$ cat src/rtl/pwm_multi.sv
// Multi-channel PWM generator. All channels share one counter and active period,
// so their periods are phase-aligned. Define PWM_SHADOW_EN for double-buffered duty updates.
module pwm_multi #(
  parameter int               WIDTH      = 10,
  parameter int               CH         = 4,
  parameter logic [WIDTH-1:0] PERIOD_RST = {WIDTH{1'b1}},
  localparam int              IDX_W      = (CH > 1) ? $clog2(CH) : 1
) (
  input  logic             clk,
  input  logic             rst,
  input  logic             en,
  input  logic [WIDTH-1:0] period,
  input  logic             wr,
  input  logic [IDX_W-1:0] wr_ch,
  input  logic [WIDTH-1:0] wr_duty,
  output logic [CH-1:0]    pwm_out,
  output logic             period_start
);

  // Write interface: wr is a strobe with no ready; every cycle with wr high is
  // one write of wr_duty to channel wr_ch. Indices >= CH match no channel and are dropped.

  logic [WIDTH-1:0] cnt;
  logic [WIDTH-1:0] period_act;
  logic             en_prev;

  logic [WIDTH-1:0] duty_act [CH];
  logic [WIDTH-1:0] cmp_duty [CH];
  logic [CH-1:0]    wr_hit;

  logic             en_rise;
  logic             wrap;
  logic             reload;
  logic [WIDTH-1:0] period_eff;

  assign en_rise = en && !en_prev;
  assign wrap    = (cnt == period_act);
  assign reload  = en_rise || wrap;

  // On the enable-rise edge the new period is already the one governing the count.
  assign period_eff = en_rise ? period : period_act;

  always_comb begin
    wr_hit = '0;
    for (int i = 0; i < CH; i++) begin
      wr_hit[i] = wr && (wr_ch == IDX_W'(i));
    end
  end

  // Shared counter, period register and registered outputs.
  always_ff @(posedge clk or posedge rst) begin
    if (rst) begin
      cnt          <= '0;
      period_act   <= PERIOD_RST;
      en_prev      <= 1'b0;
      pwm_out      <= '0;
      period_start <= 1'b0;
    end else begin
      en_prev <= en;
      if (en) begin
        if (reload) begin
          period_act <= period;
        end
        if (cnt == period_eff) begin
          cnt <= '0;
        end else begin
          cnt <= cnt + WIDTH'(1);
        end
        period_start <= (cnt == '0);
        for (int i = 0; i < CH; i++) begin
          pwm_out[i] <= (cnt < cmp_duty[i]);
        end
      end else begin
        cnt          <= '0;
        period_start <= 1'b0;
        pwm_out      <= '0;
      end
    end
  end

`ifdef PWM_SHADOW_EN

  logic [WIDTH-1:0] duty_pend [CH];
  logic [WIDTH-1:0] duty_next [CH];

  // A write landing on a transfer edge is forwarded straight into that transfer.
  always_comb begin
    for (int i = 0; i < CH; i++) begin
      duty_next[i] = wr_hit[i] ? wr_duty : duty_pend[i];
    end
  end

  // The enable-rise edge compares cnt=0 against the duty being transferred in.
  always_comb begin
    for (int i = 0; i < CH; i++) begin
      cmp_duty[i] = en_rise ? duty_next[i] : duty_act[i];
    end
  end

  always_ff @(posedge clk or posedge rst) begin
    if (rst) begin
      for (int i = 0; i < CH; i++) begin
        duty_pend[i] <= '0;
        duty_act[i]  <= '0;
      end
    end else begin
      for (int i = 0; i < CH; i++) begin
        duty_pend[i] <= duty_next[i];
        if (en && reload) begin
          duty_act[i] <= duty_next[i];
        end
      end
    end
  end

`else

  always_comb begin
    for (int i = 0; i < CH; i++) begin
      cmp_duty[i] = duty_act[i];
    end
  end

  // Direct update: the new duty joins the compare on the following cycle, even mid-period.
  always_ff @(posedge clk or posedge rst) begin
    if (rst) begin
      for (int i = 0; i < CH; i++) begin
        duty_act[i] <= '0;
      end
    end else begin
      for (int i = 0; i < CH; i++) begin
        if (wr_hit[i]) begin
          duty_act[i] <= wr_duty;
        end
      end
    end
  end

`endif

endmodule

$ cat config.mk
export PLATFORM = sky130hd
export DESIGN_NAME = pwm_multi
export DESIGN_NICKNAME = d
export VERILOG_FILES = /design/src/rtl/pwm_multi.sv
export SDC_FILE = /design/constraint.sdc
export NUM_CORES = 1
export LEC_CHECK = 0
export ABC_AREA = 1
export CORE_MARGIN = 4
export CORE_UTILIZATION = 30
export CTS_CLUSTER_DIAMETER = 150
export DETAILED_ROUTE_END_ITERATION = 8
export DONT_BUFFER_PORTS = 1
export HOLD_SLACK_MARGIN = 0.15
export SLEW_MARGIN = 0
export SYNTH_ARGS = -nofsm -noshare
export SYNTH_HDL_FRONTEND = slang
export SYNTH_SLANG_ARGS = --single-unit
$ cat constraint.sdc
create_clock -name clk -period 2.4 [get_ports clk]
set_clock_uncertainty 0.05 [all_clocks]
set_input_delay 0.48 -clock clk [delete_from_list [all_inputs] [get_ports clk]]
set_output_delay 0.48 -clock clk [all_outputs]
set_load 0.05 [all_outputs]
==> flow_summary_export.csv <==
group,metric,value,unit
status,outcome,"complete, no violations",
critical_path,reg2reg_depth,6,
synth,yosys.area.top_type,"dfrtp_1",
detailed_routing,wl_per_cell,13.6,um
detailed_routing,via_per_inst,4.65,
synth,async_flop_share,1.00,
timing,slew_violations,0,
placed_design,place.port_buffers,0,
cts,root_buffer,"clkbuf_16",
grt,antenna_found_initial,0,
cts,htree_levels,3,
synth,synth-simple-area-share,0.214,
critical_path,timing.rr.start,"cnt[7]$_DFF_PP0_",
synth,syn_nets,552,
cells_and_area,final-seq-area,0.00166,mm2
synth,synth_flop_cell,"dfrtp_1",
timing,worst_pin_slew,0.681,ns
synth,syn_area_per_cell,7.92,um2
detailed_routing,ant_nets,0,
synth,netlist_area,0.00386,mm2
placed_design,dp_hpwl,6850,um
hold_path,worst_hold_path.endpoint,"period_act[7]$_DFFE_PP1P_",
critical_path,required,2.59,ns
synth,synthXorXnorAreaFrac,0.0249,
synth,ys_ff_latch,66,
synth,ys_seq_area_frac,0.431,
cells_and_area,multi_input_area,0.00185,mm2
detailed_routing,via_count,3111,
critical_path,rrSetupSlack,0.58,ns
critical_path,arrival,2.01,ns
synth,ys_types,24,
detailed_routing,routed_wl,9110,um
timing,max-slew-margin-rel,0.545,
synth,synth_compound_area_frac,0.118,
cells_and_area,diodes,0,
detailed_routing,drcViolationCount,0,
synth,synth_common_cells,"nand2_1, inv_1, dfrtp_1",
grt,track_usage,0.131,
floorplanning,std_cell_rows,41,
critical_path,endpoint_kind,"flip-flop",
hold_path,hold_path_depth,2,
cells_and_area,syn_to_final_growth,13.2,%
power,power_density,740,mW/mm2
cts,clkLatencyLatePin,0.33,ns
floorplanning,die_h,122,um
timing,post-route-period-util,0.758,
cts,clk_pin_slew,0.05,ns
floorplanning,io_pins,31,
floorplanning,start_util,0.306,
detailed_routing,firstDrtPassIters,5,
critical_path,critPathMaxFanout,19,
cts,cts_tree,"yes",
cells_and_area,drive_gt1_frac,0.0765,
placed_design,place.gp.congestion,0.863,
synth,synth_edf_count,0,
critical_path,crit_path_cell_trace,"xor2_1 > nor3_1 > nand3_1 > nand2_2 > nand2_1 > o21ai_0",
critical_path,crit_path_start,"cnt[7]$_DFF_PP0_",
power,p_leak,2.19,nW
timing,rsz0062_at_grt,"false",
critical_path,start_kind,"flip-flop",
cts,cts.sinks,66,
timing,fin_tns_setup,0,ns
synth,synthCells,488,
hold_path,min_path_type,"in -> reg",
cells_and_area,fill_cells,1380,
grt,grt_max_degree,38,
cells_and_area,fin_nets,556,
timing,hold_ws,0.193,ns
critical_path,max_stage_delay,0.51,ns
synth,yosysWarnings,0,
cts,cts_setup_buffers,0,
floorplanning,core-area,0.0126,mm2
cts,cts_made_buffers,9,
grt,grt_overflow,0,
critical_path,cp_slowest_cell,"dfrtp_1",
synth,synth_top_area_share,0.363,
floorplanning,dieArea,0.0148,mm2
timing,setup_viol,0,
timing,finalHoldViolations,0,
grt,grt_first_pass_wirelength,15200,um
synth,synth_mux_area_frac,0,
power,peakVddDrop,0.333,mV
timing,finalCriticalPeriod,1.82,ns
hold_path,min_from,"period[7]",
grt,grt_pass1_vias,3134,
synth,synth_most_common_cell,"nand2_1",
timing,max_freq,0.550,GHz
critical_path,reg2reg_to,"period_act[1]$_DFFE_PP1P_",
critical_path,crit_type,"reg -> reg",
synth,synth_top_family_by_area,"simple AND/OR/NAND/NOR gates",
job,cap_violations,0,
synth,synthTopCellsByArea,"dfrtp_1, ha_1, nand2_1",
synth,synth_fa_ha_area_frac,0.123,
detailed_routing,drtIter0Drc,324,
floorplanning,die_x,122,um
cts,cts_max_path_buffers,2,
## layer usage
metal	global-route usage	share of wire	wire [um]	vias up
li1	-	-	-	1575
met1	0.173	0.47	4260	1436
met2	0.201	0.44	4010	81
met3	0.0382	0.064	587	19
met4	0.0567	0.027	248	0
met5	0	0	0	-
## worst max-delay path by stage
stage | to | cells past startpoint
floorplan | cmp_duty[0]$_DFFE_PP0P_ | 1
global placement | period_act[9]$_DFFE_PP1P_ | 8
detailed placement | period_act[2]$_DFFE_PP1P_ | 6
CTS | period_act[0]$_DFFE_PP1P_ | 6
global route | period_act[1]$_DFFE_PP1P_ | 6
finish | period_act[1]$_DFFE_PP1P_ | 6
## logic make-up after synthesis
kind of cell / count (synthesis)
buffers and inverters: 87
adder cells (fa/ha/maj): 38
XOR/XNOR: 11
AND/OR/NAND/NOR: 202
flip-flops: 66
AO/OA/AOI/OAI: 84
## per-stage QoR
| step | util | power [mW] | cell area (um2) | cells | worst slack [ns] |
|---|---|---|---|---|---|
| floorplan | - | 1.78 | 3860 | 488 | 0.232 |
| global placement | 0.321 | 1.90 | 4050 | 651 | 0.595 |
| detailed placement | 0.321 | 1.93 | 4050 | 651 | 0.590 |
| CTS | 0.347 | 3.27 | 4370 | 669 | 0.570 |
| global route | 0.347 | 3.43 | 4370 | 669 | 0.421 |
| finish | 0.347 | 3.24 | 4370 | 669 | 0.580 |
## layout by cell type (no fill, tap or decap), drive strengths merged, types with 5 or more instances in the layout
cell / count
nand2: 128
inv: 76
dfrtp: 56
o21ai: 54
ha: 38
nor2: 34
nand3: 31
a21oi: 17
xor2: 10
dfstp: 10
clkbuf: 10
nor3: 5
## critical path: cells and delay by family (launching register included)
family / cells / cell delay [ns]
AND/OR/NAND/NOR: 4 / 0.85
XOR/XNOR: 1 / 0.22
AO/OA/AOI/OAI: 1 / 0.10
flip-flops: 1 / 0.51
## layout make-up
type	instances	area share
clock buffers	10	0.0546
clock inverters	6	0.0149
multi-input cells	335	0.424
well taps	172	0.0492
flip-flops and latches	66	0.380
repair buffers	5	0.0126
inverters	75	0.0644
## flip-flops by register name, indices dropped and copies added (netlist names)
register	cells
pwm_out	4
period_start	1
period_act	10
cnt	10
en_prev	1
cmp_duty	40
## power breakdown
| group | switching, mW | internal (mW) | total [mW] |
|---|---|---|---|
| logic | 0.320 | 0.195 | 0.515 |
| clock network | 0.494 | 0.833 | 1.33 |
| registers | 0.122 | 1.28 | 1.40 |
## repair_timing
| item | 4_1_cts | 5_1_grt |
|---|---|---|
| resized for setup | 0 | 0 |
| endpoints found under the setup margin | 0 | 0 |
| endpoints found under the hold margin | 30 | 0 |
| hold buffers | 2 | 0 |
(Power assumes the default switching activity.)
